## config.mk

```make
export PLATFORM = sky130hd
export DESIGN_NAME = restoring_divider_8
export DESIGN_NICKNAME = d
export VERILOG_FILES = /design/src/rtl/restoring_divider_8.sv
export SDC_FILE = /design/constraint.sdc
export NUM_CORES = 1
export LEC_CHECK = 0
export BUFFER_PORTS_ARGS = -buffer_cell sky130_fd_sc_hd__buf_4
export CAP_MARGIN = 20
export CORE_MARGIN = 2
export CORE_UTILIZATION = 35
export CTS_CLUSTER_SIZE = 12
export DETAILED_ROUTE_END_ITERATION = 10
export GPL_TIMING_DRIVEN = 1
export SLEW_MARGIN = 10
export SYNTH_ARGS = -nofsm -noshare
export SYNTH_HDL_FRONTEND = slang
export SYNTH_SLANG_ARGS = --single-unit
```

## constraint.sdc

```tcl
create_clock -name clk -period 5.5 [get_ports clk]
set_input_delay 0 -clock clk [delete_from_list [all_inputs] [get_ports clk]]
set_output_delay 0 -clock clk [all_outputs]
set_load 0.02 [all_outputs]
```

## src/rtl/restoring_divider_8.sv

```systemverilog
// restoring_divider_8: 8-bit restoring divider, one quotient bit per enabled clock.
// Optional macro SIGNED_DIV_EN: two's-complement operands via magnitude load and sign fix-up on done.
`default_nettype none

module restoring_divider_8 (
  input  logic       clk,
  input  logic       rst,
  input  logic       start,
  input  logic       enable,
  input  logic [7:0] dividend,
  input  logic [7:0] divisor,
  output logic [7:0] quotient,
  output logic [7:0] remainder,
  output logic       done,
  output logic       busy,
  output logic       div_by_zero
);

  logic [8:0] a_reg;
  logic [7:0] q_reg;
  logic [7:0] m_reg;
  logic [3:0] cnt;

  logic [8:0] a_shift;
  logic [9:0] trial;
  logic [8:0] a_next;
  logic [7:0] q_next;
  logic [7:0] load_q;
  logic [7:0] load_m;

  // The guard bit a_reg[8] is always 0 between iterations, so the 10-bit trial
  // subtraction gives the same sign decision as the 9-bit one.
  assign a_shift = {a_reg[7:0], q_reg[7]};
  assign trial   = {a_reg[8], a_shift} - {2'b00, m_reg};
  assign a_next  = trial[9] ? a_shift : trial[8:0];
  assign q_next  = {q_reg[6:0], ~trial[9]};

`ifdef SIGNED_DIV_EN
  logic q_neg;
  logic r_neg;
  assign load_q = dividend[7] ? (8'd0 - dividend) : dividend;
  assign load_m = divisor[7]  ? (8'd0 - divisor)  : divisor;
`else
  assign load_q = dividend;
  assign load_m = divisor;
`endif

  always_ff @(posedge clk or posedge rst) begin
    if (rst) begin
      a_reg       <= 9'd0;
      q_reg       <= 8'd0;
      m_reg       <= 8'd0;
      cnt         <= 4'd0;
      done        <= 1'b0;
      busy        <= 1'b0;
      div_by_zero <= 1'b0;
`ifdef SIGNED_DIV_EN
      q_neg       <= 1'b0;
      r_neg       <= 1'b0;
`endif
    end else if (start) begin
      a_reg       <= 9'd0;
      q_reg       <= load_q;
      m_reg       <= load_m;
      cnt         <= 4'd0;
      done        <= 1'b0;
      busy        <= 1'b1;
      div_by_zero <= (divisor == 8'd0);
`ifdef SIGNED_DIV_EN
      q_neg       <= dividend[7] ^ divisor[7];
      r_neg       <= dividend[7];
`endif
    end else if (enable && busy) begin
      cnt <= cnt + 4'd1;
      if (cnt == 4'd7) begin
        done <= 1'b1;
        busy <= 1'b0;
`ifdef SIGNED_DIV_EN
        q_reg <= q_neg ? (8'd0 - q_next) : q_next;
        a_reg <= r_neg ? {1'b0, 8'd0 - a_next[7:0]} : a_next;
`else
        q_reg <= q_next;
        a_reg <= a_next;
`endif
      end else begin
        q_reg <= q_next;
        a_reg <= a_next;
      end
    end
  end

  assign quotient  = q_reg;
  assign remainder = a_reg[7:0];

endmodule

`default_nettype wire
```

==> results of run 1 <==
## worst max-delay path, cell delays in order (launching register included)
cell and delay, ps:
dfrtp_1 420, ha_1 380, and3_4 230, a211oi_2 60, a21boi_4 150, xnor2_2 620
mux2i_1 270, a211oi_1 90
## area by class of cell
cell class              count  area, um2
clock buffers               7       96.3
fillers                   530       2930
inverters                  11       41.3
well taps                  72       90.1
multi-input cells         140        985
repair buffers             56        463
flip-flops and latches     32        801
## worst paths after layout
kind | start | end | slack, ps | depth (start not counted)
min in group asynchronous | rst | cnt[0]$_DFFE_PP0P_ | 360 | 4
max reg2reg | a_reg[5]$_DFFE_PP0P_ | a_reg[2]$_DFFE_PP0P_ | 3110 | 7
min | enable | busy$_DFFE_PP0P_ | 50 | 3
min reg2reg | m_reg[0]$_DFFE_PP0P_ | m_reg[0]$_DFFE_PP0P_ | 520 | 1
max in group asynchronous | rst | m_reg[0]$_DFFE_PP0P_ | 4840 | 4
max | a_reg[5]$_DFFE_PP0P_ | a_reg[2]$_DFFE_PP0P_ | 3110 | 7
## routing by layer
| metal | vias up | wire length (um) | part of all wire, % |
|---|---|---|---|
| met2 | 34 | 1920 | 46 |
| met4 | 0 | 73 | 1.7 |
| met3 | 7 | 201 | 4.8 |
| met1 | 722 | 1990 | 48 |
| li1 | 782 | - | - |
| met5 | - | 0 | 0 |
## kinds of logic (layout without fill, tap and decap cells)
family	after synthesis	after routing	synth area share [%]
and+or+nand+nor	63	63	15.9
DFF	32	32	41.5
adders and majority gates	10	10	6.87
AOI/OAI and AO/OA	45	45	16.8
buffers and inverters	29	74	7.58
xor gates and xnor gates	8	8	4.02
muxes	14	14	7.32
## where the power goes
part	leakage (nW)	switching, mW	internal [mW]	total (mW)
Sequential	0.404	0.0315	0.267	0.299
Clock	0.0503	0.0875	0.111	0.199
Combinational	0.701	0.203	0.182	0.385
Total	1.16	0.322	0.560	0.882
## per-stage QoR
step | util (%) | worst slack (ps) | std cells | hold slack (ps)
2_1_floorplan | - | 3380 | 201 | 116
3_3_place_gp | 40.9 | 3120 | 294 | 123
3_5_place_dp | 40.9 | 3100 | 294 | 122
4_1_cts | 45.8 | 3090 | 318 | 36.7
5_1_grt | 45.8 | 2910 | 318 | 46.8
6_report | 45.8 | 3110 | 318 | 46.5
## layout by cell type, fill, tap and decap left out, types with 2 or more instances in the layout
cell | Yosys | final
buf_4 | 8 | 39
dfrtp_1 | 32 | 32
nand2_1 | 23 | 23
o21ai_0 | 17 | 17
dlygate4sd3_1 | 0 | 17
nor2_1 | 15 | 15
mux2i_1 | 13 | 13
inv_1 | 11 | 11
ha_1 | 9 | 9
clkbuf_8 | 0 | 7
xnor2_1 | 5 | 5
a211oi_1 | 5 | 5
nor4_1 | 4 | 4
nor3_1 | 4 | 4
o21a_1 | 3 | 3
nand2b_1 | 3 | 3
nand3_1 | 3 | 3
a21oi_1 | 3 | 3
xor2_1 | 2 | 2
nor2b_1 | 2 | 2
o31a_1 | 2 | 2
a31oi_1 | 2 | 2
==> results.md, run 1 <==
* Leak at 1.16 nW
* Post-route DRC at 0
* Starting density of the core at a little over a third
* Top Usage Layer GRT: met2
* N_diodes at 0
* M3 GR Usage at under 10%
* Status: complete, no violations
* Clock Latency Late Sink at 280 ps
* Row count at 27
* Vias at 1,545
* CTS H-tree depth at 2
* Nature of the critical path startpoint: register
* Die width at 78.3 um
* CP Capture Type: register
* CTS sink cnt at 32
* Vias in the first global route at about 1,500
* Grt total ovfl at 0
* Post-Layout Inst Area at 2480 um2
* Placed cell area at approximately 2200 um2
* Layout cells sized above 1 at 23.6%
* Post-synthesis cell type count at 48
* Met1 Use GR at between 10% and 20%
* Yosys reg bits at 32
* Cells after Synth at between 200 and 250
* Top post-synthesis cells by area: dfrtp_1 (41%), mux2i_1 (6.7%), ha_1 (5.8%)
* PortBufs at 38
* Critical path arrival at ~2500 ps
* Drt via density at ~4.9
* Setup CP Type: register to register
* DRT iter0 DRCs at 80
* Max_cap viols at 0
* Power Total at 0.882 mW
* Area of the core at around 5400 um2
* Syn Nets at between 200 and 250
* Unrepaired setup endpoints after global routing: no
* Top-area cell type share of the netlist area at approximately two fifths
* GR Layer Usage met2 at between 20% and 30%
* Setup TNS at 0 ps
* Crit-path max FO at 12
* Total GRT Usage at between 10% and 20%
* WP data required at 5620 ps
* Sequential fraction of the synthesis area at roughly two fifths
* Initial antenna violation count at 0
* Detailed placement HPWL at 2.80 mm
* Period utilisation layout at approximately 44%
* Largest net degree at the start of global routing at between 50 and 60
* Post-synth design cell area at roughly 1900 um2
* Highest Clock Rate at 418 MHz
* Least-Margin Pin Slew at between 1000 and 1500 ps
* Routability Congestion at around 0.79
* Max reg flops at 9
* EDFF count, synth at 0
* Clk slew on worst S/H paths at around 70 ps
* Pwr Density at around 360 nW/um2
* Setup Fix Bufs, Post-CTS at 0
* Clock tree from TritonCTS: built
* Top-count cell post-synth: dfrtp_1
* First-pass GRT wire length at around 7.1 mm
* CTS Hold Bufs at 17
* Min Clock Period, post-route at ~2400 ps
* Detailed-router iteration count before antenna repair at 4
* Clock Tree Root: clkbuf_8
* Clock Skews at a little under 6 ps
* Final wirelength at around 4.2 mm
* Async set-or-reset flop fraction in the synthesized netlist at between 90% and 100%
* Io pins at 39
* Ys Warns at 0
* Routed WL per cell at around 13 um
* Worst vdd ir at around 170 uV
* Synthesized area per cell at just under 10 um2
* Resized Gates After CTS at 0
* Post-synth top cells: dfrtp_1 (32), nand2_1 (23), o21ai_0 (17), nor2_1 (15), mux2i_1 (13)
* Die area at slightly above 6000 um2
* Fin. Hold Viols at 0
* Synth area leader: dfrtp_1
* Max Slew Vio Count at 0
* Maximum buffer depth of the clock tree at 2
* Worst Hold Class: input port to register
* Die Y at a little under 80 um
* Worst slew margin at 31.7%
* Area Overhead vs Synth at 28.2%
* CTS buffer count at 5
* Post-route ant nets at 0
* Final Setup Violations at 0
* Synth Flop Type: dfrtp_1
* Nets@finish at 276
Power figures use the tool's default switching activity.
==> run 2: changes to the inputs <==
==> constraint.sdc (replaced) <==
create_clock -name clk -period 2.1 [get_ports clk]
set_input_delay 0 -clock clk [delete_from_list [all_inputs] [get_ports clk]]
set_output_delay 0 -clock clk [all_outputs]
set_load 0.02 [all_outputs]
==> results.md, run 2 (same netlist as run 1, synthesis figures left out) <==
* Status: finished, violations left
* Failing checks: negative setup slack
* Clk slew on worst S/H paths at about 70 ps
* Grt total ovfl at 0
* Crit-path cells: inv_1 > ha_4 > and3_2 > a211oi_2 > a21boi_4 > xnor2_4 > buf_12 > mux2i_2 > a211oi_1
* Worst vdd ir at 387 uV
* Post-route DRC at 0
* Max_cap viols at 0
* Final Setup Violations at 3
* Area of the core at 5410 um2
* Starting density of the core at ~36%
* Area Overhead vs Synth at 46.6%
* N_diodes at 0
* Core Util, Final at a little over half
* Fin. Hold Viols at 0
* Vias in the first global route at approximately 1,600
* Pwr Density at ~1000 nW/um2
* Worst Hold Class: input port to register
* Highest Clock Rate at around 470 MHz
* Critical path arrival at roughly 2300 ps
* CTS buffer count at 5
* Clock tree from TritonCTS: built
* Maximum buffer depth of the clock tree at 2
* Max reg flops at 9
* First-pass GRT wire length at ~7.7 mm
* Unrepaired setup endpoints after global routing: yes
* Setup TNS at -25.9 ps
* Setup WS pre-CTS at -57.2 ps
* Detailed-router iteration count before antenna repair at 4
* Hold_ws at just over 40 ps
* Clock Skews at ~4.4 ps
* Io pins at 39
* Drt via density at roughly 4.8
* CTS H-tree depth at 2
* CTS sink cnt at 32
* Row count at 27
* Clock Tree Root: clkbuf_8
* Final wirelength at ~4.7 mm
* Routability Congestion at slightly above 0.8
* CP bufs+invs at 2
* Initial antenna violation count at 0
* Max Slew Vio Count at 0
* Die width at 78.3 um
* Vias at 1,630
* DRT iter0 DRCs at 53
* Post-route ant nets at 0
* Setup ws final at -14.9 ps
* Period utilisation layout at 101%
* Routed WL per cell at about 14 um
* Nature of the critical path startpoint: register
* Layout cells sized above 1 at 37.4%
* Most frequent cells in the layout: buf_4 (60), dfrtp_1 (31), nand2_1 (22), o21ai_0 (17), dlygate4sd3_1 (17)
* Largest net degree at the start of global routing at 52
* Nets@finish at approximately 300
* Top delay family on crit path: compound AO/OA/AOI/OAI gates
* CP Capture Type: register
* Worst slew margin at between 50 and 60%
* Commonest non-fill, non-tap cell in the layout: buf_4
* # placed instances at between 300 and 400
* PortBufs at 38
* Least-Margin Pin Slew at approximately 620 ps
* Min Clock Period, post-route at 2110 ps
* Clock Latency Late Sink at around 290 ps
* Crit-path max FO at 6
* Leak at about 1.3 nW
* Setup CP Type: register to register
* Total GRT Usage at between 10% and 20%
* Slowest library cell on the worst path: dfrtp_1
* Die Y at 78.3 um
* WP data required at around 2300 ps
* Final cell count without fillers at approximately 340
* Detailed placement HPWL at roughly 3 mm
* Max stage delay on crit path at between 300 and 400 ps
* Die area at between 6000 and 7000 um2
==> run 2: cell count changes in the layout (fill, tap and decap cells not counted), moves of 4 or more <==
cell   delta
buf_4    +21
ha_1      -7
ha_4      +6
inv_1     -4
inv_2     +4
==> run 2: stage by stage <==
step,power [mW],instance area (um2)
finish,2.97,2830
global route,3.14,2830
CTS,2.71,2700
detailed placement,1.98,2360
global placement,1.97,2360
floorplan,1.63,1950
==> run 2: worst reg2reg max path, cell delays in order, from the launching register on <==
cell	delay [ps]
dfrtp_1	360
inv_1	120
ha_4	220
and3_2	200
a211oi_2	190
a21boi_4	270
xnor2_4	180
buf_12	160
mux2i_2	200
a211oi_1	90
==> run 2: worst paths after layout <==
path | from | to | slack [ps] | cells after the start
worst max-delay path | m_reg[6]$_DFFE_PP0P_ | a_reg[4]$_DFFE_PP0P_ | -10 | 9
worst min-delay path | enable | busy$_DFFE_PP0P_ | 40 | 3
worst max register to register | m_reg[6]$_DFFE_PP0P_ | a_reg[4]$_DFFE_PP0P_ | -10 | 9
worst min register to register | done$_DFFE_PP0P_ | done$_DFFE_PP0P_ | 510 | 2
max in group asynchronous | rst | quotient[7]$_DFFE_PP0P_ | 1410 | 4
min in group asynchronous | rst | quotient[0]$_DFFE_PP0P_ | 360 | 4
==> run 2: layer usage <==
layer / vias up / routed length, um / global-route usage, %
met5: - / 0 / 0
met2: 39 / 2240 / 25.8
met1: 755 / 2190 / 21.2
met4: 0 / 91 / 7.37
met3: 6 / 187 / 3.33
li1: 830 / - / -
==> run 2: final cells by class <==
class                      instances  area [um2]
inverter                          11        41.3
tap                               72        90.1
timing repair buffer              79         666
sequential                        32         802
clock buffer                       7        96.3
clock inverter                     1        30.0
multi-input combinational        140        1110
fill                             498        2570
==> run 2: timing repair <==
item                                    4_1_cts  5_1_grt
buffers inserted                              2        4
resized for setup                             6       14
endpoints found under the hold margin        48        0
pin swaps                                     5       12
endpoints found under the setup margin        7        8
hold buffers                                 17        0
gates cloned                                  0        1
==> run 2: where the power goes <==
part | total, mW | internal, mW | switching [mW]
sequential | 0.788 | 0.700 | 0.0884
clock | 0.660 | 0.419 | 0.241
combinational | 1.52 | 0.832 | 0.687
==> run 3: changes to the inputs <==
--- a/config.mk
+++ b/config.mk
@@ -9,9 +9,11 @@
 export CAP_MARGIN = 20
 export CORE_MARGIN = 2
 export CORE_UTILIZATION = 35
+export CTS_BUF_LIST = sky130_fd_sc_hd__clkbuf_8
 export CTS_CLUSTER_SIZE = 12
 export DETAILED_ROUTE_END_ITERATION = 10
 export GPL_TIMING_DRIVEN = 1
+export SKIP_LAST_GASP = 1
 export SLEW_MARGIN = 10
 export SYNTH_ARGS = -nofsm -noshare
 export SYNTH_HDL_FRONTEND = slang
==> results.md, run 3 (same netlist as run 1, synthesis figures left out) <==
* Final wirelength at approximately 4.7 mm
* CTS H-tree depth at 2
* DRT iter0 DRCs at about 60
* Largest net degree at the start of global routing at 52
* Worst slew margin at 60.5%
* Worst r2r path cells at 9
* Final Setup Violations at 3
* PortBufs at 38
* Clock Latency Late Sink at between 200 and 300 ps
* Clock Skews at roughly 4.9 ps
* Period utilisation layout at 101%
* Grt total ovfl at 0
* Setup WS pre-CTS at -57.2 ps
* Commonest non-fill, non-tap cell in the layout: buf_4
* CP bufs+invs at 2
* Nature of the critical path startpoint: register
* Max reg flops at 9
* Placed cell area at approximately 2400 um2
* Routability Congestion at 0.811
* Area of the multi-input gates at 1090 um2
* Cell depth of the worst setup path at 9
* Routed WL per cell at 13.8 um
* # placed instances at 310
* Final cell count without fillers at around 340
* Starting density of the core at between 30% and 40%
* Max stage delay on crit path at approximately 360 ps
* Vias in the first global route at 1,612
* Row count at 27
* Layout fillers at 501
* Fin. Hold Viols at 0
* Crit-path cells: inv_1 > ha_4 > and3_2 > a211oi_2 > a21boi_4 > xnor2_4 > buf_12 > mux2i_2 > a211oi_1
* WHS Path Cells at 3
* Io pins at 39
* Leak at roughly 1.3 nW
* Clock Tree Root: clkbuf_8
* Status: finished, violations left
* Slowest library cell on the worst path: dfrtp_1
* Total GRT Usage at between 10% and 20%
* Die width at roughly 78 um
* Failing checks: negative setup slack
* CTS sink cnt at 32
* Detailed placement HPWL at slightly below 3 mm
* Post-Layout Inst Area at between 2000 and 3000 um2
* Maximum buffer depth of the clock tree at 2
* Worst Hold Class: input port to register
* CP Capture Type: register
* Core Util, Final at approximately 52%
* Detailed-router iteration count before antenna repair at 4
* Clock tree from TritonCTS: built
* Crit-path max FO at 6
* CTS buffer count at 5
* Worst vdd ir at 387 uV
* Vias at roughly 1,600
* Setup CP Type: register to register
* N_diodes at 0
* Hold_ws at 41.3 ps
* Setup ws final at -18.7 ps
* First-pass GRT wire length at around 7.7 mm
* Clk slew on worst S/H paths at 70 ps
* Critical path arrival at between 2000 and 2500 ps
* WP data required at ~2300 ps
* Die Y at between 70 and 80 um
* Pwr Density at between 1000 and 1500 nW/um2
* Highest Clock Rate at 472 MHz
* Most frequent cells in the layout: buf_4 (60), dfrtp_1 (31), nand2_1 (23), o21ai_0 (17), dlygate4sd3_1 (17)
* Max_cap viols at 0
* Max Slew Vio Count at 0
* Nets@finish at ~300
* FF/Latch Area at 802 um2
* Least-Margin Pin Slew at slightly below 600 ps
* Post-route ant nets at 0
* Drt via density at 4.80
* Post-route DRC at 0
* Initial antenna violation count at 0
* Die area at approximately 6100 um2
* Layout cells sized above 1 at around 37%
* Unrepaired setup endpoints after global routing: yes
* Top delay family on crit path: compound AO/OA/AOI/OAI gates
* Min Clock Period, post-route at 2120 ps
* Area Overhead vs Synth at 45.9%
* Area of the core at about 5400 um2
## run 3: final timing paths
path,start,end,slack (ps)
worst max-delay path,m_reg[6]$_DFFE_PP0P_,a_reg[4]$_DFFE_PP0P_,-20
worst min-delay path,enable,busy$_DFFE_PP0P_,40
worst max register to register,m_reg[6]$_DFFE_PP0P_,a_reg[4]$_DFFE_PP0P_,-20
worst min register to register,done$_DFFE_PP0P_,done$_DFFE_PP0P_,510
max in group asynchronous,rst,quotient[7]$_DFFE_PP0P_,1410
min in group asynchronous,rst,quotient[0]$_DFFE_PP0P_,360
## run 3: layout make-up
class,count,share of cell area [%]
clock buffers,7,3.42
clock inverters,1,1.07
inverters,11,1.47
multi-input cells,140,38.8
flip-flops and latches,32,28.5
well taps,72,3.20
repair buffers,79,23.6
## run 3: timing repair
item,in CTS,in global routing
setup endpoints to repair,7,8
setup buffers,2,4
pin swaps,5,12
gates resized for setup,6,11
gates cloned,0,1
hold endpoints to repair,48,0
hold buffers,17,0
## run 3: worst reg2reg max path, delay by kind of cell, from the launching register on
family,cells,cell delay [ps]
AO/OA/AOI/OAI,3,550
flip-flops,1,360
buffers and inverters,2,280
adder cells (fa/ha/maj),1,220
AND/OR/NAND/NOR,1,200
multiplexers,1,200
XOR/XNOR,1,180
## run 3: power breakdown
group | switching (mW) | internal, mW | total (mW)
Combinational | 0.672 | 0.824 | 1.50
Clock | 0.242 | 0.419 | 0.661
Sequential | 0.0881 | 0.700 | 0.788
## run 3: per-stage QoR
| stage | power [mW] | setup TNS [ps] |
|---|---|---|
| final | 2.94 | -38.8 |
| after global routing | 3.12 | -610 |
| after CTS | 2.71 | -45.4 |
| after detailed placement | 1.98 | -95.5 |
| after global placement | 1.97 | -22.6 |
| after floorplan | 1.63 | 0 |
## run 3: routing by layer
| metal | vias to the layer above | track usage (%) | share of wire, % |
|---|---|---|---|
| met5 | - | 0 | 0 |
| met4 | 0 | 7.37 | 1.9 |
| met3 | 6 | 3.33 | 4.5 |
| met2 | 45 | 25.8 | 47 |
| met1 | 761 | 21.2 | 46 |
| li1 | 828 | - | - |
